## src/rtl/dda_stepper_pkg.sv

```systemverilog
// Shared types and default widths for the 3D DDA voxel stepper.
package dda_stepper_pkg;

  localparam int DDA_W_DEFAULT  = 32;
  localparam int DDA_CW_DEFAULT = 6;

  typedef enum logic [1:0] {
    ST_IDLE = 2'd0,
    ST_EMIT = 2'd1,
    ST_STEP = 2'd2,
    ST_DONE = 2'd3
  } state_e;

  typedef enum logic {
    REASON_EXIT    = 1'b0,
    REASON_MAXSTEP = 1'b1
  } reason_e;

endpackage

```

## src/rtl/dda_stepper_axis_choose.sv

```systemverilog
// Picks the axis (or tied axes) with the smallest tMax; primary_sel is the lowest-index minimum.
module axis_choose #(
  parameter int W = 32
) (
  input  logic [W-1:0] tmax_x,
  input  logic [W-1:0] tmax_y,
  input  logic [W-1:0] tmax_z,
  output logic [2:0]   step_mask,
  output logic [1:0]   primary_sel
);

  logic x_le_y, x_le_z, y_le_z;

  always_comb begin
    x_le_y = (tmax_x <= tmax_y);
    x_le_z = (tmax_x <= tmax_z);
    y_le_z = (tmax_y <= tmax_z);

    step_mask[0] = x_le_y && x_le_z;
    step_mask[1] = (tmax_y <= tmax_x) && y_le_z;
    step_mask[2] = (tmax_z <= tmax_x) && (tmax_z <= tmax_y);

    primary_sel = 2'd2;
    if (step_mask[0]) begin
      primary_sel = 2'd0;
    end else if (step_mask[1]) begin
      primary_sel = 2'd1;
    end
  end

endmodule

```

## src/rtl/dda_stepper.sv

```systemverilog
// Amanatides-Woo style voxel walker: emits each visited voxel, then steps the minimum-tMax axes.
module dda_stepper
  import dda_stepper_pkg::*;
#(
  parameter int W         = DDA_W_DEFAULT,
  parameter int CW        = DDA_CW_DEFAULT,
  parameter int MAX_STEPS = 128
) (
  input  logic                             clk,
  input  logic                             rst_n,
  input  logic                             ray_valid,
  output logic                             ray_ready,
  input  logic [CW-1:0]                    ix0,
  input  logic [CW-1:0]                    iy0,
  input  logic [CW-1:0]                    iz0,
  input  logic [2:0]                       sneg,
  input  logic [W-1:0]                     tmax0_x,
  input  logic [W-1:0]                     tmax0_y,
  input  logic [W-1:0]                     tmax0_z,
  input  logic [W-1:0]                     tdelta_x,
  input  logic [W-1:0]                     tdelta_y,
  input  logic [W-1:0]                     tdelta_z,
  input  logic                             abort,
  output logic                             vox_valid,
  input  logic                             vox_ready,
  output logic [CW-1:0]                    vox_x,
  output logic [CW-1:0]                    vox_y,
  output logic [CW-1:0]                    vox_z,
  output logic                             done,
  output logic                             done_reason,
  output logic [$clog2(MAX_STEPS+1)-1:0]   done_steps
);

  localparam int SW = $clog2(MAX_STEPS + 1);

  function automatic logic [W-1:0] sat_add(input logic [W-1:0] a, input logic [W-1:0] b);
    logic [W:0] sum;
    sum = {1'b0, a} + {1'b0, b};
    return sum[W] ? {W{1'b1}} : sum[W-1:0];
  endfunction

  function automatic logic [CW-1:0] step_coord(input logic [CW-1:0] c, input logic neg);
    return neg ? (c - CW'(1)) : (c + CW'(1));
  endfunction

  function automatic logic at_edge(input logic [CW-1:0] c, input logic neg);
    return neg ? (c == '0) : (c == {CW{1'b1}});
  endfunction

  state_e        state_q, state_d;
  reason_e       reason_q, reason_d;
  logic [CW-1:0] x_q, x_d, y_q, y_d, z_q, z_d;
  logic [2:0]    sneg_q, sneg_d;
  logic [W-1:0]  tmx_q, tmx_d, tmy_q, tmy_d, tmz_q, tmz_d;
  logic [W-1:0]  tdx_q, tdx_d, tdy_q, tdy_d, tdz_q, tdz_d;
  logic [SW-1:0] steps_q, steps_d, steps_inc;

  logic [2:0]    step_mask;
  logic [1:0]    unused_primary_sel;
  logic [2:0]    edge_hit;
  logic          exit_hit;

  axis_choose #(.W(W)) u_axis_choose (
    .tmax_x      (tmx_q),
    .tmax_y      (tmy_q),
    .tmax_z      (tmz_q),
    .step_mask   (step_mask),
    .primary_sel (unused_primary_sel)
  );

  // An exit is any masked axis that would leave the grid; nothing moves in that case.
  always_comb begin
    edge_hit[0] = at_edge(x_q, sneg_q[0]);
    edge_hit[1] = at_edge(y_q, sneg_q[1]);
    edge_hit[2] = at_edge(z_q, sneg_q[2]);
    exit_hit    = |(step_mask & edge_hit);
    steps_inc   = steps_q + SW'(1);
  end

  always_comb begin
    state_d  = state_q;
    reason_d = reason_q;
    x_d      = x_q;
    y_d      = y_q;
    z_d      = z_q;
    sneg_d   = sneg_q;
    tmx_d    = tmx_q;
    tmy_d    = tmy_q;
    tmz_d    = tmz_q;
    tdx_d    = tdx_q;
    tdy_d    = tdy_q;
    tdz_d    = tdz_q;
    steps_d  = steps_q;

    case (state_q)
      ST_IDLE: begin
        if (ray_valid) begin
          x_d      = ix0;
          y_d      = iy0;
          z_d      = iz0;
          sneg_d   = sneg;
          tmx_d    = tmax0_x;
          tmy_d    = tmax0_y;
          tmz_d    = tmax0_z;
          tdx_d    = tdelta_x;
          tdy_d    = tdelta_y;
          tdz_d    = tdelta_z;
          steps_d  = '0;
          reason_d = REASON_EXIT;
          state_d  = ST_EMIT;
        end
      end
      ST_EMIT: begin
        if (abort) begin
          state_d = ST_IDLE;
        end else if (vox_ready) begin
          steps_d = steps_inc;
          if (steps_inc == SW'(MAX_STEPS)) begin
            reason_d = REASON_MAXSTEP;
            state_d  = ST_DONE;
          end else begin
            state_d = ST_STEP;
          end
        end
      end
      ST_STEP: begin
        if (abort) begin
          state_d = ST_IDLE;
        end else if (exit_hit) begin
          reason_d = REASON_EXIT;
          state_d  = ST_DONE;
        end else begin
          if (step_mask[0]) begin
            x_d   = step_coord(x_q, sneg_q[0]);
            tmx_d = sat_add(tmx_q, tdx_q);
          end
          if (step_mask[1]) begin
            y_d   = step_coord(y_q, sneg_q[1]);
            tmy_d = sat_add(tmy_q, tdy_q);
          end
          if (step_mask[2]) begin
            z_d   = step_coord(z_q, sneg_q[2]);
            tmz_d = sat_add(tmz_q, tdz_q);
          end
          state_d = ST_EMIT;
        end
      end
      default: begin
        state_d = ST_IDLE;
      end
    endcase
  end

  always_ff @(posedge clk or negedge rst_n) begin
    if (!rst_n) begin
      state_q  <= ST_IDLE;
      reason_q <= REASON_EXIT;
      x_q      <= '0;
      y_q      <= '0;
      z_q      <= '0;
      sneg_q   <= '0;
      tmx_q    <= '0;
      tmy_q    <= '0;
      tmz_q    <= '0;
      tdx_q    <= '0;
      tdy_q    <= '0;
      tdz_q    <= '0;
      steps_q  <= '0;
    end else begin
      state_q  <= state_d;
      reason_q <= reason_d;
      x_q      <= x_d;
      y_q      <= y_d;
      z_q      <= z_d;
      sneg_q   <= sneg_d;
      tmx_q    <= tmx_d;
      tmy_q    <= tmy_d;
      tmz_q    <= tmz_d;
      tdx_q    <= tdx_d;
      tdy_q    <= tdy_d;
      tdz_q    <= tdz_d;
      steps_q  <= steps_d;
    end
  end

  // Outputs decode straight from the state register, so they are glitch-free.
  always_comb begin
    ray_ready   = (state_q == ST_IDLE);
    vox_valid   = (state_q == ST_EMIT);
    done        = (state_q == ST_DONE);
    done_reason = (state_q == ST_DONE) ? reason_q : 1'b0;
    done_steps  = (state_q == ST_DONE) ? steps_q : '0;
    vox_x       = x_q;
    vox_y       = y_q;
    vox_z       = z_q;
  end

endmodule

```

## config.mk

```make
export PLATFORM = sky130hd
export DESIGN_NAME = dda_stepper
export DESIGN_NICKNAME = d
export VERILOG_FILES = /design/src/rtl/dda_stepper_pkg.sv /design/src/rtl/dda_stepper_axis_choose.sv /design/src/rtl/dda_stepper.sv
export SDC_FILE = /design/constraint.sdc
export NUM_CORES = 1
export LEC_CHECK = 0
export ABC_AREA = 1
export CORE_ASPECT_RATIO = 1.1
export CORE_MARGIN = 5
export CORE_UTILIZATION = 52
export DETAILED_ROUTE_END_ITERATION = 10
export PLACE_DENSITY = 0.76
export SLEW_MARGIN = 30
export SYNTH_ARGS = -nofsm -noshare
export SYNTH_HDL_FRONTEND = slang
export SYNTH_SLANG_ARGS = --single-unit
```

## constraint.sdc

```tcl
create_clock -name clk -period 2.1 [get_ports clk]
set_input_delay 0.63 -clock clk [delete_from_list [all_inputs] [get_ports clk]]
set_output_delay 0.63 -clock clk [all_outputs]
set_load 0.005 [all_outputs]
```

==> impl_metrics.csv <==
group,metric,value,unit
hold_path,hold_class,"flip-flop to flip-flop",
setup_path,crit_top_cell,"nand2_1",
final_layout,nets,3944,
clock_tree,clkSinkCount,224,
pwr,p_leak,14.7,nW
sta,finalSetupViolCount,129,
detailed_routing,drt_iter0_markers,2081,
pwr,switchingPower,29.0,mW
final_layout,mostFrequentLayoutCells,"665 x nand2_1, 472 x buf_4, 299 x nor2_1",
sta,fmax,364,MHz
yosys,synth_edf_count,0,
placement,numPortBuffers,247,
detailed_routing,drc,0,
pwr,p_seq_frac,0.159,
grt,grt_overflow,0,
detailed_routing,via_per_inst,5.84,
sta,period_share,1.31,
setup_path,end_kind,"flip-flop",
yosys,synth-seq-cells,224,
yosys,synthArstFlopShare,1.00,
placement,post_dp_cell_area,25900,sq um
yosys,synthesis.nets,3199,
clock_tree,tritoncts,"built",
grt,grt_max_degree,61,
run,drv_cap,0,
yosys,yosys_warnings,0,
outcome,violations,"setup timing",
final_layout,drive_above_1_share,0.309,
sta,slew_viol_final,0,
setup_path,worstPathCellList,"inv_1, ha_1, a21oi_1, nand2_2, nand2_1, nand2_1, nand2_1, nand2_1, nand2_1, nand2_1, nand2_2, nand3_4, nand3_4, nand2_8, buf_12, nand2_8, buf_12, nand2_2, nand2_1",
setup_path,ff2ff_path_depth,19,
final_layout,fin_area,29700,sq um
placement,place.detailed.hpwl,59.5,mm
clock_tree,clk_pin_slew_worst_paths,0.06,ns
detailed_routing,drt-pass1-iter-count,5,
setup_path,cp.required,2.61,ns
outcome,outcome,"complete, but fails checks",
yosys,syn_area_per_cell,7.03,sq um
setup_path,rr_startpoint,"tmy_q[3]$_DFFE_PN0P_",
hold_path,min_path_cells,1,
setup_path,r2r_end,"tmx_q[1]$_DFFE_PN0P_",
detailed_routing,wl,85.6,mm
yosys,synthCells,2770,
final_layout,fin_cells,4032,
clock_tree,numCtsBuffers,28,
sta,setup_slack,-0.649,ns
detailed_routing,wl_per_cell,21.2,um
clock_tree,cts_root_buffer,"clkbuf_16",
pwr,power.share.switching,0.485,
grt,grt_pass1_wl,123,mm
yosys,ys_seq_area_frac,0.288,
floorplanning,dieArea,41400,sq um
floorplanning,io-pin-count,248,
sta,fin_worst_skew,0.0109,ns
floorplanning,dieWidth,195,um
clock_tree,insertion_delay,0.58,ns
grt,grt_usage,0.367,
pwr,p_clk_frac,0.090,
sta,hold_violations,0,
setup_path,worst_setup_path_start_kind,"flip-flop",
sta,slew_headroom,0.315,
yosys,synth.distinct_cells,45,
pwr,power.internal,30.8,mW
sta,worstMarginPinSlew,1.02,ns
pwr,comb_power_share,0.752,
floorplanning,start_util,0.525,
pwr,power,59.7,mW
floorplanning,core,37100,sq um
yosys,synthFlopType,"dfrtp_1",
setup_path,crit_path_start,"tmy_q[3]$_DFFE_PN0P_",
grt,grt_pass1_vias,22921,
grt,antenna_found_initial,0,
final_layout,n_fill_cell,2464,
setup_path,crit_end,"tmx_q[1]$_DFFE_PN0P_",
setup_path,cp_slowest_stage_delay,0.43,ns
pwr,p_per_area,2010,nW/um^2
clock_tree,htree_levels,1,
setup_path,worstSetupPathType,"flip-flop to flip-flop",
yosys,syn-cell-area,19500,sq um
setup_path,r2r_slack,-0.65,ns
final_layout,syn_to_final_growth,52.4,%
pwr,irDropWorstVdd,0.00109,V
setup_path,worstPathArrival,3.26,ns
sta,period_needed,2.75,ns
floorplanning,num_rows,74,
clock_tree,clk_path_buf_depth,3,
sta,rsz0062_at_grt,"true",
floorplanning,die_h,213,um
setup_path,cp_max_fo,8,
placement,gp_congestion,0.993,
detailed_routing,antenna_left,0,
placement,dp.cells,3894,
setup_path,slowest_stage,"dfrtp_2",
detailed_routing,num_vias,23548,
final_layout,final_common_cell,"nand2_1",
## per-layer routing
layer,part of all wire,vias up,track usage
met2,0.47,1407,0.633
met5,0,-,0
li1,-,10635,-
met1,0.37,11080,0.452
met4,0.069,0,0.169
met3,0.095,426,0.0634
## area by class of cell
cell class / instances / area [sq um] / area share
sequential: 224 / 5680 / 0.191
multi-input combinational: 2184 / 14100 / 0.474
clock inverter: 17 / 234 / 0.00788
tap: 494 / 618 / 0.0208
timing repair buffer: 784 / 7200 / 0.242
antenna: 1 / 2.50 / 0.0000843
clock buffer: 35 / 767 / 0.0258
inverter: 293 / 1100 / 0.0372
## synth_stat cells (25+ instances only)
master / number / area share
nand2_1: 775 / 0.15
nor2_1: 339 / 0.065
inv_1: 288 / 0.055
dfrtp_1: 224 / 0.29
nand3_1: 223 / 0.057
ha_1: 205 / 0.13
a21oi_1: 185 / 0.048
mux2_2: 93 / 0.054
o21ai_0: 89 / 0.023
xor2_1: 39 / 0.018
nand4_1: 25 / 0.0080
o21bai_1: 25 / 0.0096
xnor2_1: 25 / 0.011
## state kept, by name, indices dropped and copies added (netlist names)
register / cells
sneg_q: 3
tmz_q: 32
state_q: 2
vox_x: 6
tdz_q: 32
steps_q: 8
vox_y: 6
tdx_q: 32
vox_z: 6
tdy_q: 32
tmy_q: 32
reason_q: 1
tmx_q: 32
## worst max-delay path, delay by kind of cell (launching register included)
family	cells	cell delay, ns
AND/OR/NAND/NOR	14	1.21
buffers and inverters	3	0.44
flip-flops	1	0.43
adder cells (fa/ha/maj)	1	0.33
AO/OA/AOI/OAI	1	0.24
## worst min path at each step
stage	start	end	slack (ns)
after detailed placement	tmx_q[2]$_DFFE_PN0P_	tmx_q[2]$_DFFE_PN0P_	0.50
final	tdx_q[8]$_DFFE_PN0P_	tdx_q[8]$_DFFE_PN0P_	0.51
after global placement	tdx_q[3]$_DFFE_PN0P_	tdx_q[3]$_DFFE_PN0P_	0.49
after global routing	rst_n	tdx_q[9]$_DFFE_PN0P_	0.53
after floorplan	rst_n	reason_q$_DFFE_PN0P_	0.33
after CTS	tmx_q[2]$_DFFE_PN0P_	tmx_q[2]$_DFFE_PN0P_	0.51
## metrics by stage
step	setup WS, ns	TNS [ns]	utilization	hold WS, ns
2_1_floorplan	-0.0396	-0.375	-	0.334
6_report	-0.649	-68.64	0.799	0.508
4_1_cts	-0.435	-43.98	0.758	0.511
5_1_grt	-0.773	-82.94	0.799	0.534
3_3_place_gp	-0.493	-46.33	0.697	0.493
3_5_place_dp	-0.525	-54.58	0.697	0.498
## logic make-up (layout without fill, tap and decap cells)
| group | after synthesis | in the layout | synth area share |
|---|---|---|---|
| other | 0 | 1 | 0 |
| muxes | 93 | 93 | 0.0538 |
| and+or+nand+nor | 1438 | 1439 | 0.306 |
| xor gates and xnor gates | 64 | 64 | 0.0288 |
| adders and majority gates | 211 | 211 | 0.138 |
| DFF | 224 | 224 | 0.288 |
| AOI/OAI and AO/OA | 377 | 377 | 0.109 |
| buffers and inverters | 363 | 1129 | 0.0769 |
## power by group through the flow
stage	clock network, mW	registers [mW]	logic, mW
after global placement	0	8.89	36.4
final	5.36	9.48	44.9
after detailed placement	0	8.97	37.5
after CTS	5.38	9.12	40.3
after floorplan	0	7.81	21.3
after global routing	5.58	9.53	48.5
## timing repair
action | 4_1_cts | 5_1_grt
setup buffers | 27 | 44
pin swaps | 32 | 64
gates resized for setup | 275 | 261
hold endpoints to repair | 26 | 0
setup endpoints to repair | 146 | 130
hold buffers | 1 | 0
gates cloned | 9 | 14
(Power assumes the default switching activity.)
